**src/rtl/fetch_stage_if.sv**
```systemverilog
// fetch_stage_if -- instruction-memory bus between the fetch stage and the
// instruction memory.
//
// Signals:
//   imem_addr  : 64-bit fetch address, driven by the fetch stage.
//   imem_rdata : 32-bit instruction word at imem_addr, returned in the same
//                cycle (combinational read).
//
// Handshake: there is no valid/ready pair on this bus. The memory is a
// combinational read port, so every cycle is implicitly a valid request and
// the returned word is always accepted in the cycle it is presented.
//
// Modports:
//   master : fetch side (drives the address, samples the data)
//   slave  : memory side (samples the address, drives the data)
interface fetch_stage_if;
  logic [63:0] imem_addr;
  logic [31:0] imem_rdata;

  modport master (output imem_addr, input imem_rdata);
  modport slave  (input imem_addr, output imem_rdata);
endinterface

```
**src/rtl/fetch_stage.sv**
```systemverilog
// fetch_stage -- instruction fetch stage with PC register and IF/ID register.
//
// Parameters:
//   RESET_PC  : PC value loaded while arst is high.
//   NOP_INSTR : bubble instruction placed in IF/ID on flush or redirect.
//
// Ports:
//   clk, arst         : clock (rising edge) and async active-high reset
//   enable            : global core enable, low freezes every register
//   stall             : hazard-unit hold request
//   flush             : squash the IF/ID contents
//   branch_taken/
//   branch_target     : redirect to branch_target
//   jump/jump_target  : redirect to jump_target (wins over branch)
//   imem              : fetch_stage_if master (imem_addr / imem_rdata)
//   if_id_pc/instr/
//   if_id_opcode/valid: IF/ID pipeline register contents
//   stall_cnt         : stall-cycle counter
//   flush_cnt         : bubble-insertion counter
//
// Configuration macro: FETCH_PERF_CNT_EN
//   defined   -> stall_cnt / flush_cnt are saturating 32-bit counters
//   undefined -> both outputs are tied to 0 and no counter registers exist
module fetch_stage #(
  parameter logic [63:0] RESET_PC  = 64'h0,
  parameter logic [31:0] NOP_INSTR = 32'h00000013
) (
  input  logic                 clk,
  input  logic                 arst,
  input  logic                 enable,
  input  logic                 stall,
  input  logic                 flush,
  input  logic                 branch_taken,
  input  logic [63:0]          branch_target,
  input  logic                 jump,
  input  logic [63:0]          jump_target,
  fetch_stage_if.master        imem,
  output logic [63:0]          if_id_pc,
  output logic [31:0]          if_id_instr,
  output logic [6:0]           if_id_opcode,
  output logic                 if_id_valid,
  output logic [31:0]          stall_cnt,
  output logic [31:0]          flush_cnt
);

  logic [63:0] pc_q;
  logic [63:0] pc_d;
  logic        redirect;
  logic        bubble;

  assign redirect = jump | branch_taken;
  // A bubble goes into IF/ID for an explicit flush or for any redirect; the
  // instruction fetched this cycle is on the wrong path in the latter case.
  assign bubble   = flush | redirect;

  assign imem.imem_addr = pc_q;
  assign if_id_opcode   = if_id_instr[6:0];

  // Next PC: jump beats branch beats stall beats sequential. Redirect
  // targets are word aligned by clearing bits [1:0]; PC+4 wraps naturally.
  always_comb begin
    pc_d = pc_q + 64'd4;
    if (jump) begin
      pc_d = {jump_target[63:2], 2'b00};
    end else if (branch_taken) begin
      pc_d = {branch_target[63:2], 2'b00};
    end else if (stall) begin
      pc_d = pc_q;
    end
  end

  always_ff @(posedge clk or posedge arst) begin
    if (arst) begin
      pc_q <= RESET_PC;
    end else if (enable) begin
      pc_q <= pc_d;
    end
  end

  // IF/ID register: bubble has priority over stall, so a redirect arriving
  // together with a stall drops the stall for that cycle.
  always_ff @(posedge clk or posedge arst) begin
    if (arst) begin
      if_id_pc    <= 64'h0;
      if_id_instr <= NOP_INSTR;
      if_id_valid <= 1'b0;
    end else if (enable) begin
      if (bubble) begin
        if_id_pc    <= pc_q;
        if_id_instr <= NOP_INSTR;
        if_id_valid <= 1'b0;
      end else if (!stall) begin
        if_id_pc    <= pc_q;
        if_id_instr <= imem.imem_rdata;
        if_id_valid <= 1'b1;
      end
    end
  end

`ifdef FETCH_PERF_CNT_EN
  logic [31:0] stall_cnt_q;
  logic [31:0] flush_cnt_q;

  // Stall cycles only count when the stall actually holds the pipe, i.e.
  // it was not overridden by a redirect. Both counters saturate.
  always_ff @(posedge clk or posedge arst) begin
    if (arst) begin
      stall_cnt_q <= 32'h0;
      flush_cnt_q <= 32'h0;
    end else if (enable) begin
      if (stall && !redirect && (stall_cnt_q != 32'hFFFF_FFFF)) begin
        stall_cnt_q <= stall_cnt_q + 32'd1;
      end
      if (bubble && (flush_cnt_q != 32'hFFFF_FFFF)) begin
        flush_cnt_q <= flush_cnt_q + 32'd1;
      end
    end
  end

  assign stall_cnt = stall_cnt_q;
  assign flush_cnt = flush_cnt_q;
`else
  assign stall_cnt = 32'h0;
  assign flush_cnt = 32'h0;
`endif

endmodule

```
**src/flat_wrapper.sv**
```systemverilog
// flat-port wrapper written by rule: the top's interface ports become plain ports
module fetch_stage_flat 
#(
  parameter logic [63:0] RESET_PC  = 64'h0,
  parameter logic [31:0] NOP_INSTR = 32'h00000013
)
  (clk, arst, enable, stall, flush, branch_taken, branch_target, jump, jump_target, if_id_pc, if_id_instr, if_id_opcode, if_id_valid, stall_cnt, flush_cnt, imem_imem_addr, imem_imem_rdata);
  fetch_stage_if imem_i ();
  input  logic clk;
  input  logic arst;
  input  logic enable;
  input  logic stall;
  input  logic flush;
  input  logic branch_taken;
  input  logic [63:0] branch_target;
  input  logic jump;
  input  logic [63:0] jump_target;
  output logic [63:0] if_id_pc;
  output logic [31:0] if_id_instr;
  output logic [6:0] if_id_opcode;
  output logic if_id_valid;
  output logic [31:0] stall_cnt;
  output logic [31:0] flush_cnt;
  output wire logic [$bits(imem_i.imem_addr)-1:0] imem_imem_addr;
  input wire logic [$bits(imem_i.imem_rdata)-1:0] imem_imem_rdata;
  assign imem_imem_addr = imem_i.imem_addr;
  assign imem_i.imem_rdata = imem_imem_rdata;
  fetch_stage #(.RESET_PC(RESET_PC), .NOP_INSTR(NOP_INSTR)) u_core (.clk(clk), .arst(arst), .enable(enable), .stall(stall), .flush(flush), .branch_taken(branch_taken), .branch_target(branch_target), .jump(jump), .jump_target(jump_target), .imem(imem_i), .if_id_pc(if_id_pc), .if_id_instr(if_id_instr), .if_id_opcode(if_id_opcode), .if_id_valid(if_id_valid), .stall_cnt(stall_cnt), .flush_cnt(flush_cnt));
endmodule
```
**config.mk**
```make
export PLATFORM = sky130hd
export DESIGN_NAME = fetch_stage_flat
export DESIGN_NICKNAME = d
export VERILOG_FILES = /design/src/rtl/fetch_stage_if.sv /design/src/rtl/fetch_stage.sv /design/src/flat_wrapper.sv
export SDC_FILE = /design/constraint.sdc
export NUM_CORES = 1
export LEC_CHECK = 0
export BUFFER_PORTS_ARGS = -buffer_cell sky130_fd_sc_hd__buf_2
export CAP_MARGIN = 0
export CORE_AREA = 4 4 155 157
export CTS_CLUSTER_DIAMETER = 100
export DETAILED_ROUTE_END_ITERATION = 16
export DIE_AREA = 0 0 159 161
export PLACE_DENSITY = 0.69
export REMOVE_ABC_BUFFERS = 1
export SYNTH_ARGS = -nofsm -noshare
export SYNTH_HDL_FRONTEND = slang
export SYNTH_SLANG_ARGS = --single-unit
```
**constraint.sdc**
```tcl
create_clock -name clk -period 8.5 [get_ports clk]
set_clock_uncertainty 0.2 [all_clocks]
set_input_delay 2.55 -clock clk [delete_from_list [all_inputs] [get_ports clk]]
set_output_delay 2.55 -clock clk [all_outputs]
set_load 0.01 [all_outputs]
```
* Word-level counts from Yosys, hierarchy flattened
Cells that the tools add are included.
** Word-level totals
- Register bits after elaboration :: 161
- Output and inout port bits :: 232
- Word-level logic and storage cells :: 20
** Operators by class
- Add/sub/neg operators :: 1
- Equal/unequal tests :: 2
- Muxes and demuxes :: 9
- Bitwise logic cells :: 2
- Reduce and logical (&&, ||, !) cells :: 2
** Operators with widths (number)
- 2-to-1 mux 64 bit :: 5
- adder 64 x 3 -> 64 bit, second input constant :: 1
- 2-to-1 mux 32 bit :: 2
- AND reduction 2 bit :: 2
- inequality test 3 x 1 -> 1 bit, second input constant :: 1
- 2-to-1 mux 1 bit :: 2
- inequality test 2 x 1 -> 1 bit, second input constant :: 1
- bitwise OR 1 bit :: 2

* Logic depth before layout (Yosys ltp)
- Depth in word-level cells :: 4
- Gate-level depth with buffers :: 9

* Worst setup path before layout
No wires, ideal clock.
- Kind :: input-to-reg
- Start point :: input branch_taken
- End point :: register u_core.if_id_instr[17]
- Setup time :: 0.065 ns
- Data arrival time :: 4.274 ns
- Slack :: 3.960 ns
- Stages :: 8
- Buffers on the path :: 3
- Cell sequence :: clkbuf_1 nor2_1 a21boi_1 nand2_1 nor3_1 clkbuf_1 buf_2 a22o_1
** Between the ends
- Word-level cells in the longest chain between the ends :: 4
- Elaborated cells between the ends (all ways) :: 5
** RTL lines
- from (decl) :: RTL line flat_wrapper.sv:14 : input logic branch_taken;
- bitwise OR 1 bit * :: RTL line fetch_stage.sv:51 : assign redirect = jump | branch_taken;
- bitwise OR 1 bit * :: RTL line fetch_stage.sv:54 : assign bubble = flush | redirect;
- inequality test 2 x 1 -> 1 bit (no line)
- AND reduction 2 bit (no line)
- to (signal assigned) :: RTL line fetch_stage.sv:94 : if_id_instr <= imem.imem_rdata;
- to (decl) :: RTL line fetch_stage.sv:39 : output logic [31:0] if_id_instr,
Every way passes the cells marked *; elsewhere a longest branch is shown, timed or not.
A chain may end at the register's enable or synchronous reset.

* Worst setup path in the final report
- Start point :: input jump
- End point :: register u_core.if_id_instr[17]
** Between the ends
- Word-level cells in the longest chain between the ends :: 4
- Elaborated cells between the ends (all ways) :: 5
** RTL lines
- from (decl) :: RTL line flat_wrapper.sv:16 : input logic jump;
- bitwise OR 1 bit * :: RTL line fetch_stage.sv:51
- bitwise OR 1 bit * :: RTL line fetch_stage.sv:54
- inequality test 2 x 1 -> 1 bit (no line)
- AND reduction 2 bit (no line)
Marked as above.

==> flow_summary.json <==
{
  "max_freq_mhz": 188.5,
  "synthTopCellsByArea": "dfrtp_1 43%, mux2_2 6.7%, buf_4 6.3%",
  "p_clk_frac": 0.344,
  "firstDrtPassIters": 5,
  "clock_latency_ns": 0.42,
  "critPathKind": "in2reg",
  "hold_slack_ns": 0.2690,
  "antenna_found_initial": 5,
  "area_growth_syn_to_layout_pct": 23.95,
  "yosysWarningCount": 0,
  "pwr-share-seq": 0.425,
  "status": "completed",
  "gp_congestion": 0.8160,
  "maxCapViolCount": 0,
  "drc": 0,
  "required_ns": 8.65,
  "final.min_clock_period_ns": 5.306,
  "drt_iter0_drc": 637,
  "relSlewSlack": 0.1572,
  "multi_input_area_um2": 4449,
  "cts_setup_buffers": 0,
  "p_leak_uw": 0.005196,
  "dpl-instance-area_um2": 10510,
  "vias_per_cell": 5.596,
  "htreeDepth": 4,
  "synth_flop_cell": "dfrtp_1",
  "post_cts_resized": 0,
  "cts_tree": "yes",
  "track_usage": 0.2426,
  "ys_seq_area_frac": 0.4392,
  "routed_wire_length_per_instance_um": 20.97,
  "yosysTopAreaCellShare": 0.4303,
  "die_h_um": 161,
  "synth_area_um2": 8955,
  "grt_max_degree": 92,
  "synthCells": 956,
  "period_share": 0.6243,
  "n_fill_cell": 2160,
  "clockBufferDepth": 2,
  "drive_gt1_frac": 0.3586,
  "clock_sinks": 157,
  "hold_viol_final": 0,
  "clk_pin_slew_ns": 0.06,
  "ys_ff_latch": 157,
  "synth_edf_count": 0,
  "rows": 55,
  "p_per_area_nw_per_um2": 208.0,
  "ys_types": 67,
  "seq_area_um2": 3933,
  "grt_pass1_wl_um": 49690,
  "setup_viol": 0,
  "ant_nets": 0,
  "critical_path.max_fanout": 54,
  "hpwl_um": 22900,
  "worst_pin_slew_ns": 1.254,
  "internal_power_uw": 1530,
  "irDropWorstVdd_uv": 117.4,
  "dieWidth_um": 159,
  "p_sw_frac": 0.3373,
  "hold_class": "reg2reg",
  "yosys.area.top_type": "dfrtp_1",
  "io_pins": 399,
  "drv_slew": 0,
  "vias": 8613,
  "start_kind": "input pin",
  "routed_wl_um": 32270,
  "start_util": 0.3979,
  "setup_tns_ns": 0,
  "rsz0062_at_grt": "false",
  "core-area_um2": 22500,
  "grt_pass1_vias": 8449,
  "yosys-top-cells-count": "154 x dfrtp_1, 92 x nand2_1, 80 x a21oi_1, 75 x buf_4, 53 x mux2_2",
  "async_reset_ff_frac": 1.000,
  "cts_buffers": 17,
  "arrival_ns": 5.46,
  "hold_buffers": 0,
  "synth.most_common_cell": "dfrtp_1",
  "total_power_uw": 2309,
  "grt_overflow": 0,
  "switchingPower_uw": 779.0,
  "fp.dieArea_um2": 25600,
  "cp-end-kind": "register",
  "port_buffers": 326,
  "fin_nets": 1407,
  "cts_root_buf": "clkbuf_16",
  "combPwrFrac": 0.231,
  "avgSynthCellArea_um2": 9.367,
  "fin_area_um2": 11100
}
==> per-stage QoR <==
step	std cells	utilization	setup slack [ns]
4_1_cts	1537	0.4930	3.208
3_3_place_gp	1505	0.4668	2.764
3_5_place_dp	1505	0.4668	2.789
5_1_grt	1539	0.4932	2.985
2_1_floorplan	883	-	1.160
6_report	1539	0.4932	3.194
==> area by class of cell <==
cell class,instances,area share
multi-input cells,714,0.4009
flip-flops and latches,157,0.3543
repair buffers,337,0.1547
clock buffers,18,0.03867
well taps,285,0.03213
clock inverters,14,0.01443
inverters,12,0.004509
diodes,2,0.0004509
==> routing by layer <==
| layer | track usage | vias up | share of wire |
|---|---|---|---|
| li1 | - | 3965 | - |
| met1 | 0.3200 | 4167 | 0.42 |
| met2 | 0.4017 | 428 | 0.48 |
| met3 | 0.05843 | 47 | 0.078 |
| met4 | 0.06746 | 6 | 0.021 |
| met5 | 0 | - | 0.0012 |
==> worst max-delay path: stages <==
cell	delay, ns
buf_4	0.46
nor2_1	0.20
a21boi_4	0.57
buf_4	0.57
nand2_1	0.34
nor3_2	0.17
buf_4	0.32
a22o_1	0.19
==> worst paths after layout <==
| check | from | endpoint | slack (ns) | cells after the start |
|---|---|---|---|---|
| max reg2reg | u_core.imem.imem_addr[9] | u_core.imem.imem_addr[48] | 5.05 | 6 |
| max | jump | u_core.if_id_instr[17] | 3.19 | 8 |
| min reg2reg | u_core.if_id_pc[2] | u_core.if_id_pc[2] | 0.27 | 2 |
| max in group asynchronous | arst | u_core.if_id_instr[11] | 4.48 | 3 |
| min in group asynchronous | arst | u_core.if_id_instr[18] | 2.07 | 2 |
| min | u_core.if_id_pc[2] | u_core.if_id_pc[2] | 0.27 | 2 |
==> cells in the final DEF (no fill, tap or decap), drive strengths merged, types with 5 or more instances in the layout <==
master and instances:
buf 337, dfrtp 154, nand2 92, a21oi 80, conb 68, mux2 53
nor2 50, o21ai 49, nand3 41, a22o 29, nand4 27, o22ai 24
nor3 18, clkbuf 18, a31oi 17, inv 17, mux2i 15, nor4 14
and3 13, xnor2 12, o211ai 10, xor2 9, a211oi 8, o22a 8
nand2b 7, o221ai 5, a221oi 5, o21a 5, clkinvlp 5
==> logic make-up after synthesis <==
family                     count (synthesis)  synth area share
and+or+nand+nor                          282            0.1591
buffers and inverters                    152           0.09613
adders and majority gates                  1          0.001397
DFF                                      157            0.4392
other                                      1         0.0004188
xor gates and xnor gates                  21           0.02054
AOI/OAI and AO/OA                        274            0.1998
muxes                                     68           0.08341
==> power by group through the flow <==
stage | Clock, µW | Combinational, µW | Sequential (µW)
2_1_floorplan | 0 | 241 | 1020
3_3_place_gp | 0 | 527 | 988
3_5_place_dp | 0 | 536 | 994
4_1_cts | 809 | 538 | 980
5_1_grt | 841 | 585 | 1000
6_report | 794 | 533 | 982
==> state kept, by name, summed over array words and instances, names as in the netlist <==
signal                 cells
u_core.if_id_pc           62
u_core.imem.imem_addr     62
u_core.if_id_instr        32
u_core.if_id_valid         1
Power figures use the tool's default switching activity.
